`src/rtl/prim_esc_pkg.sv`:
```
// Shared state encoding and constants for the escalation receiver.
// The optional ping-timeout counter is enabled with PRIM_ESC_RX_TIMEOUT_EN.
package prim_esc_pkg;

    typedef enum logic [2:0] {
        StIdle     = 3'b000,
        StCheck    = 3'b001,
        StPingResp = 3'b010,
        StPingEnd  = 3'b011,
        StEscResp  = 3'b100,
        StSigInt   = 3'b101
    } esc_state_e;

    // {resp_p, resp_n} driven while nothing is in flight
    localparam logic [1:0] IdleResp = 2'b01;

    localparam int unsigned TimeoutMinCycles = 4;
    localparam int unsigned TimeoutMaxCycles = 65536;

    function automatic logic is_esc_state(input esc_state_e st);
        return (st == StEscResp) || (st == StSigInt);
    endfunction

endpackage

```
`src/rtl/prim_diff_decode.sv`:
```
// Differential pair decoder: asserted level and signal-integrity indication.
module prim_diff_decode (
    input  logic diff_p_i,
    input  logic diff_n_i,
    output logic level_o,
    output logic sigint_o
);

    assign sigint_o = (diff_p_i == diff_n_i);
    assign level_o  = diff_p_i;

endmodule

```
`src/rtl/prim_esc_receiver.sv`:
```
// Escalation receiver: answers pings, forwards escalation, flags pair integrity.
// Define PRIM_ESC_RX_TIMEOUT_EN to compile in the ping-timeout counter.
module prim_esc_receiver
    import prim_esc_pkg::*;
#(
    parameter int unsigned TimeoutCycles = 256
) (
    input  logic clk_i,
    input  logic rst_i,
    input  logic esc_p_i,
    input  logic esc_n_i,
    output logic resp_p_o,
    output logic resp_n_o,
    output logic esc_en_o,
    output logic sigint_o,
    output logic timeout_o
);

    if (TimeoutCycles < TimeoutMinCycles || TimeoutCycles > TimeoutMaxCycles) begin : gen_bad_cfg
        $error("prim_esc_receiver: TimeoutCycles out of range 4..65536");
    end

    logic       esc_level;
    logic       esc_sigint;
    esc_state_e state_d, state_q;
    logic       resp_p_d, resp_p_q;
    logic       resp_n_d, resp_n_q;
    logic       esc_en_d, esc_en_q;
    logic       sigint_d, sigint_q;
    logic       timeout_d, timeout_q;

    prim_diff_decode u_diff_decode (
        .diff_p_i (esc_p_i),
        .diff_n_i (esc_n_i),
        .level_o  (esc_level),
        .sigint_o (esc_sigint)
    );

    // NOTE: every signal gets a default first so no path through the case leaves it unassigned (no latch).
    always_comb begin : p_next_state
        state_d = state_q;
        if (esc_sigint) begin
            state_d = StSigInt;
        end else begin
            case (state_q)
                StIdle:     state_d = esc_level ? StCheck   : StIdle;
                StCheck:    state_d = esc_level ? StEscResp : StPingResp;
                StPingResp: state_d = esc_level ? StCheck   : StPingEnd;
                StPingEnd:  state_d = esc_level ? StCheck   : StIdle;
                StEscResp:  state_d = esc_level ? StEscResp : StIdle;
                StSigInt:   state_d = esc_level ? StCheck   : StIdle;
                default:    state_d = StIdle;
            endcase
        end
    end

    always_comb begin : p_outputs
        {resp_p_d, resp_n_d} = IdleResp;
        case (state_d)
            StCheck, StPingEnd: {resp_p_d, resp_n_d} = 2'b10;
            StEscResp:          {resp_p_d, resp_n_d} = {~resp_p_q, ~resp_n_q};
            StSigInt: begin
                // both rails toggle together so the sender sees the pair as broken
                resp_p_d = (state_q == StSigInt) ? ~resp_p_q : 1'b1;
                resp_n_d = resp_p_d;
            end
            default: ;
        endcase
        sigint_d = (state_d == StSigInt);
        esc_en_d = is_esc_state(state_d) | timeout_d;
    end

`ifdef PRIM_ESC_RX_TIMEOUT_EN
    localparam int unsigned    CntW   = $clog2(TimeoutCycles);
    localparam logic [CntW-1:0] CntMax = CntW'(TimeoutCycles - 1);

    logic [CntW-1:0] cnt_d, cnt_q;
    logic            cnt_sat;

    always_comb begin : p_timeout
        cnt_sat   = (cnt_q == CntMax);
        cnt_d     = cnt_q;
        timeout_d = timeout_q;
        if (state_d inside {StCheck, StPingEnd, StEscResp, StSigInt}) begin
            cnt_d = '0;
        end else if (state_q == StIdle && !cnt_sat) begin
            cnt_d = cnt_q + 1'b1;
        end
        if (state_d == StPingEnd) begin
            timeout_d = 1'b0;
        end else if (state_q == StIdle && cnt_sat) begin
            timeout_d = 1'b1;
        end
    end

    always_ff @(posedge clk_i) begin : p_cnt_reg
        if (rst_i) begin
            cnt_q <= '0;
        end else begin
            cnt_q <= cnt_d;
        end
    end
`else
    assign timeout_d = 1'b0;
`endif

    // NOTE: non-blocking assignments so every flop samples pre-edge values regardless of statement order.
    always_ff @(posedge clk_i) begin : p_state_reg
        if (rst_i) begin
            state_q              <= StIdle;
            {resp_p_q, resp_n_q} <= IdleResp;
            esc_en_q             <= 1'b0;
            sigint_q             <= 1'b0;
            timeout_q            <= 1'b0;
        end else begin
            state_q   <= state_d;
            resp_p_q  <= resp_p_d;
            resp_n_q  <= resp_n_d;
            esc_en_q  <= esc_en_d;
            sigint_q  <= sigint_d;
            timeout_q <= timeout_d;
        end
    end

    assign resp_p_o  = resp_p_q;
    assign resp_n_o  = resp_n_q;
    assign esc_en_o  = esc_en_q;
    assign sigint_o  = sigint_q;
    assign timeout_o = timeout_q;

endmodule

```
`config.mk`:
```
export PLATFORM = sky130hd
export DESIGN_NAME = prim_esc_receiver
export DESIGN_NICKNAME = d
export VERILOG_FILES = /design/src/rtl/prim_esc_pkg.sv /design/src/rtl/prim_diff_decode.sv /design/src/rtl/prim_esc_receiver.sv
export SDC_FILE = /design/constraint.sdc
export NUM_CORES = 1
export LEC_CHECK = 0
export CORE_AREA = 4 4 41 43
export CTS_CLUSTER_DIAMETER = 30
export DETAILED_ROUTE_END_ITERATION = 6
export DIE_AREA = 0 0 45 47
export GPL_ROUTABILITY_DRIVEN = 0
export PLACE_DENSITY_LB_ADDON = 0.05
export SLEW_MARGIN = 20
export SYNTH_ARGS = -nofsm -noshare
export SYNTH_HDL_FRONTEND = slang
export SYNTH_SLANG_ARGS = --single-unit
```
`constraint.sdc`:
```
create_clock -name clk_i -period 1.5 [get_ports clk_i]
set_input_delay 0.3 -clock clk_i [delete_from_list [all_inputs] [get_ports clk_i]]
set_output_delay 0.3 -clock clk_i [all_outputs]
set_load 0.02 [all_outputs]
```
==> flow_metrics.env, run 1 <==
export IMPL_cp_end_kind="flip-flop"
export IMPL_r2r_slack_ps=170
export IMPL_mostFrequentLayoutCell="dfxtp_1"
export IMPL_core_area_mm2=0.00130
export IMPL_synth_top_cell_area_share=0.441
export IMPL_rsz0062_at_grt="false"
export IMPL_yosys_warnings=0
export IMPL_fmax_mhz=754
export IMPL_cts_reportedPaths_clkPinSlew_ps=60
export IMPL_synth_edf_count=0
export IMPL_final_core_util=0.360
export IMPL_crit_arrival_ps=1470
export IMPL_synthToLayoutAreaGrowth_pct=47.2
export IMPL_grt_pass1_vias=291
export IMPL_die_area_mm2=0.00212
export IMPL_cp_max_fo=7
export IMPL_synth_fp_nets=38
export IMPL_p_per_area_mw_per_mm2=1130
export IMPL_track_usage=0.0880
export IMPL_nNetsFinal=53
export IMPL_peakVddDrop_v=0.000524
export IMPL_drt_iter0_drc=3
export IMPL_synth_ff_type="dfxtp_1"
export IMPL_grt_max_degree=8
export IMPL_wl_per_cell_um=11.9
export IMPL_vias_per_cell=4.52
export IMPL_synth_avg_cell_area_um2=9.35
export IMPL_rows=13
export IMPL_ys_seq_elements=7
export IMPL_place_inst=59
export IMPL_critPathRequiredTime_ps=1640
export IMPL_drv_slew=0
export IMPL_clock_root_buffer="clkbuf_4"
export IMPL_grt_pass1_wl_mm=1.24
export IMPL_ioPinCount=9
export IMPL_stdcell_area_um2=468
export IMPL_reg2reg_depth=4
export IMPL_hp_class="flip-flop to flip-flop"
export IMPL_fillers=156
export IMPL_dr_pass1_iters=3
export IMPL_postPlaceCellArea_um2=429
export IMPL_seq_area_um2=140
export IMPL_fp_dieH_um=47
export IMPL_ys_async_sr_fraction=0
export IMPL_htreeDepth=1
export IMPL_hold_start="resp_n_o$_SDFF_PP1_"
export IMPL_clockBufferDepth=2
export IMPL_maxCapViolations=0
export IMPL_status="complete, no violations"
export IMPL_overflow=0
export IMPL_antenna_found_initial=0
export IMPL_synth_area_um2=318
export IMPL_critPathLaunchType="flip-flop"
export IMPL_port_buffers=7
export IMPL_start_util=0.244
export IMPL_rr_endpoint="resp_p_o$_SDFF_PP0_"
export IMPL_finClkSkew_ps=4.89
export IMPL_setup_violations_final=0
export IMPL_syn_inst=34
export IMPL_drc=0
export IMPL_synth_top_area_cell="dfxtp_1"
export IMPL_hold_viol_final=0
export IMPL_drt_wl_total_um=748
export IMPL_final_cell_mix="dfxtp_1, nor2_1, buf_4"
export IMPL_final_cell_count_no_fill=63
export IMPL_crit_type="flip-flop to flip-flop"
export IMPL_fin_crit_ps=1330
export IMPL_dieWidth_um=45
export IMPL_drive_above_1_share=0.271
export IMPL_postCtsHoldBufs=0
export IMPL_seq_area_frac_synth=0.441
export IMPL_worstSkewPairLatency_ps=250
export IMPL_cts_setup_buffers=0
export IMPL_period_share=0.885
export IMPL_num_antenna_cells=0
export IMPL_cts_tree="done"
export IMPL_antenna_left=0
export IMPL_min_path_cells=2
export IMPL_synth_area_leaders="dfxtp_1, nor2_1, xnor2_1"
export IMPL_holdPathEnd="resp_n_o$_SDFF_PP1_"
export IMPL_multi_input_area_um2=170
export IMPL_ys_types=21
export IMPL_power_leakage_uw=0.000223
export IMPL_numCtsBuffers=3
export IMPL_dr_total_vias=285
export IMPL_clkSinkCount=7
export IMPL_rr_startpoint="state_q[1]$_SDFF_PP0_"
[metrics by stage]
stage          hold slack [ps]  power (uW)  TNS, ps  worst slack, ps
2_1_floorplan              372         298        0              301
6_report                   499         530        0              173
3_3_place_gp               478         366    -1170             -321
3_5_place_dp               488         368    -1210             -326
4_1_cts                    502         543        0             1.53
5_1_grt                    518         574        0             83.6
[logic make-up after synthesis]
kind of cell    share of synthesized area
compound gates                      0.181
xor+xnor                            0.106
buf+inv                            0.0473
flops                               0.441
other cells                        0.0118
simple gates                        0.213
[state kept, by name, summed over array words and instances (netlist names)]
signal / cells
state_q: 3
resp_n_o: 1
esc_en_o: 1
resp_p_o: 1
sigint_o: 1
[worst max-delay path, stage by stage, from the launching register on]
cell and delay (ps):
dfxtp_1 450, o21bai_1 110, a21oi_1 240, nor3_1 70, o311a_1 340
[how the worst max path moves through the flow]
stage	start	end	slack [ps]	cells after the start
detailed placement	esc_p_i	resp_n_o$_SDFF_PP1_	-330	5
floorplan	state_q[0]$_SDFF_PP0_	resp_p_o$_SDFF_PP0_	300	3
global route	state_q[1]$_SDFF_PP0_	resp_p_o$_SDFF_PP0_	80	4
finish	state_q[1]$_SDFF_PP0_	resp_p_o$_SDFF_PP0_	170	4
global placement	esc_p_i	resp_n_o$_SDFF_PP1_	-320	5
CTS	sigint_o$_SDFF_PP0_	sigint_o	2	1
[Yosys cell counts (2+ instances only)]
library cell and n:
dfxtp_1 7, inv_1 2, nand2_1 2, nor2_1 5, xnor2_1 2
[final cells by class]
cell class | count | area share
Multi-Input combinational cell | 24 | 0.364
Sequential cell | 7 | 0.299
Timing Repair Buffer | 11 | 0.222
Clock buffer | 3 | 0.0481
Tap cell | 15 | 0.0401
Inverter | 2 | 0.0160
Clock inverter | 1 | 0.0107
[what timing repair did]
item,in CTS,in global routing
endpoints found under the setup margin,4,3
pin swaps,1,0
gates resized for setup,4,4
[layer usage]
metal / GRT usage / routed length, um / part of all wire
met1: 0.0963 / 329 / 0.44
met2: 0.124 / 339 / 0.45
met3: 0.0728 / 73 / 0.098
met4: 0.0351 / 5 / 0.0067
met5: 0 / 0 / 0
[report_power, final]
group / leakage [uW] / switching (uW) / internal [uW]
logic: 0.000147 / 67.6 / 69.2
registers: 0.0000583 / 17.0 / 206
clock network: 0.0000177 / 73.4 / 97.5
(Power assumes the default switching activity.)
==> run 2, diff against run 1 <==
==> constraint.sdc (replaced) <==
create_clock -name clk_i -period 1.6 [get_ports clk_i]
set_input_delay 0.32 -clock clk_i [delete_from_list [all_inputs] [get_ports clk_i]]
set_output_delay 0.32 -clock clk_i [all_outputs]
set_load 0.02 [all_outputs]
==> flow_metrics.env, run 2 (synthesis gave the netlist of run 1 again) <==
export IMPL_track_usage=0.0864
export IMPL_fin_crit_ps=1550
export IMPL_wl_per_cell_um=11.8
export IMPL_p_sw_frac=0.294
export IMPL_rows=13
export IMPL_slowest_stage="clkdlybuf4s50_1"
export IMPL_maxCapViolations=0
export IMPL_p_sw_uw=148
export IMPL_nNetsFinal=53
export IMPL_drt_wl_total_um=744
export IMPL_worst_slack_ps=50.2
export IMPL_crit_path_cell_trace="clkdlybuf4s50_1"
export IMPL_power_leakage_uw=0.000192
export IMPL_clock_root_buffer="clkbuf_4"
export IMPL_cp_depth=1
export IMPL_cp_end_kind="primary output"
export IMPL_drc=0
export IMPL_cts_reportedPaths_clkPinSlew_ps=60
export IMPL_crit_arrival_ps=1230
export IMPL_min_path_cells=2
export IMPL_dr_pass1_iters=4
export IMPL_numCtsBuffers=3
export IMPL_synthToLayoutAreaGrowth_pct=46.1
export IMPL_crit_type="flip-flop to primary output"
export IMPL_mostFrequentLayoutCell="dfxtp_1"
export IMPL_grt_pass1_vias=288
export IMPL_use_met3=0.0728
export IMPL_hold_start="resp_n_o$_SDFF_PP1_"
export IMPL_critPathLaunchType="flip-flop"
export IMPL_path_delay_family="buffers and inverters"
export IMPL_fmax_mhz=645
export IMPL_ioPinCount=9
export IMPL_vias_per_cell=4.67
export IMPL_htreeDepth=1
export IMPL_clkPwrFrac=0.318
export IMPL_rr_endpoint="resp_p_o$_SDFF_PP0_"
export IMPL_peakVddDrop_v=0.000491
export IMPL_port_buffers=7
export IMPL_rr_startpoint="state_q[1]$_SDFF_PP0_"
export IMPL_post_place_ws_ps=-246
export IMPL_final_core_util=0.357
export IMPL_period_share=0.969
export IMPL_p_per_area_mw_per_mm2=1080
export IMPL_grt_util_met2=0.119
export IMPL_cp_max_fo=3
export IMPL_endpoint="resp_p_o"
export IMPL_regMostFlops="state_q"
export IMPL_reg2reg_depth=4
export IMPL_setup_violations_final=0
export IMPL_grt_max_degree=8
export IMPL_grt_pass1_wl_mm=1.21
export IMPL_hp_class="flip-flop to flip-flop"
export IMPL_finClkSkew_ps=4.91
export IMPL_overflow=0
export IMPL_hold_viol_final=0
export IMPL_cts_setup_buffers=0
export IMPL_dr_total_vias=294
export IMPL_critical_path_max_stage_delay_ps=620
export IMPL_grtUsageMet1=0.0963
export IMPL_critPathRequiredTime_ps=1280
export IMPL_largest_reg_flops=3
export IMPL_antenna_found_initial=0
export IMPL_drv_slew=0
export IMPL_clkSinkCount=7
export IMPL_path_buf_inv=1
export IMPL_clockBufferDepth=2
export IMPL_core_area_mm2=0.00130
export IMPL_place_inst=59
export IMPL_hold_slack_ps=502
export IMPL_grt_busiest_layer="met2"
export IMPL_worstSetupStartpoint="resp_p_o$_SDFF_PP0_"
export IMPL_start_util=0.244
export IMPL_drive_above_1_share=0.250
export IMPL_rsz0062_at_grt="false"
export IMPL_drt_iter0_drc=4
export IMPL_power_frac_seq=0.415
export IMPL_worstSkewPairLatency_ps=250
export IMPL_die_area_mm2=0.00212
export IMPL_fp_dieH_um=47
export IMPL_final_cell_mix="dfxtp_1, clkdlybuf4s50_1, nor2_1"
export IMPL_dieWidth_um=45
export IMPL_postCtsHoldBufs=0
export IMPL_r2r_slack_ps=280
export IMPL_internal_power_uw=355
export IMPL_combPwrFrac=0.267
export IMPL_cts_tree="done"
export IMPL_antenna_left=0
export IMPL_final_cell_count_no_fill=63
export IMPL_status="complete, no violations"
export IMPL_num_antenna_cells=0
-- run 2: cell count changes in the layout (fill, tap and decap cells not counted), sizes merged --
cell           change
clkdlybuf4s50      +5
dlymetal6s2s       -2
dlygate4sd2        -3
-- run 2: what timing repair did --
item,CTS,global route
hold endpoints to repair,0,0
resized for setup,0,2
setup endpoints to repair,0,1
-- run 2: worst min path at each step --
stage / endpoint / slack [ps]
finish: resp_n_o$_SDFF_PP1_ / 500
global route: resp_n_o$_SDFF_PP1_ / 520
CTS: resp_n_o$_SDFF_PP1_ / 500
detailed placement: resp_n_o$_SDFF_PP1_ / 490
global placement: resp_n_o$_SDFF_PP1_ / 480
floorplan: esc_en_o$_SDFF_PP0_ / 390
-- run 2: final cells by class --
type                       instances  area [um^2]
sequential                         7          140
inverter                           2         7.51
timing repair buffer              11          103
tap                               15         18.8
fill                             155          837
clock buffer                       3         22.5
clock inverter                     1         5.00
multi-input combinational         24          168
-- run 2: routing by layer --
| metal | up-vias | part of all wire |
|---|---|---|
| met5 | - | 0 |
| met4 | 0 | 0.0067 |
| met3 | 2 | 0.085 |
| met2 | 9 | 0.46 |
| met1 | 138 | 0.44 |
| li1 | 145 | - |
-- run 2: per-stage QoR --
stage | setup TNS [ps] | total power, uW | cell area (um^2)
finish | 0 | 503 | 464
global route | 0 | 544 | 464
CTS | 0 | 512 | 457
detailed placement | -809 | 345 | 429
global placement | -774 | 343 | 429
floorplan | 0 | 279 | 318
-- run 2: power groups by stage --
| stage | clock, uW | combinational [uW] | sequential, uW |
|---|---|---|---|
| 2_1_floorplan | 0 | 55.4 | 224 |
| 3_3_place_gp | 0 | 132 | 211 |
| 3_5_place_dp | 0 | 133 | 213 |
| 4_1_cts | 169 | 133 | 209 |
| 5_1_grt | 186 | 147 | 211 |
| 6_report | 160 | 134 | 209 |
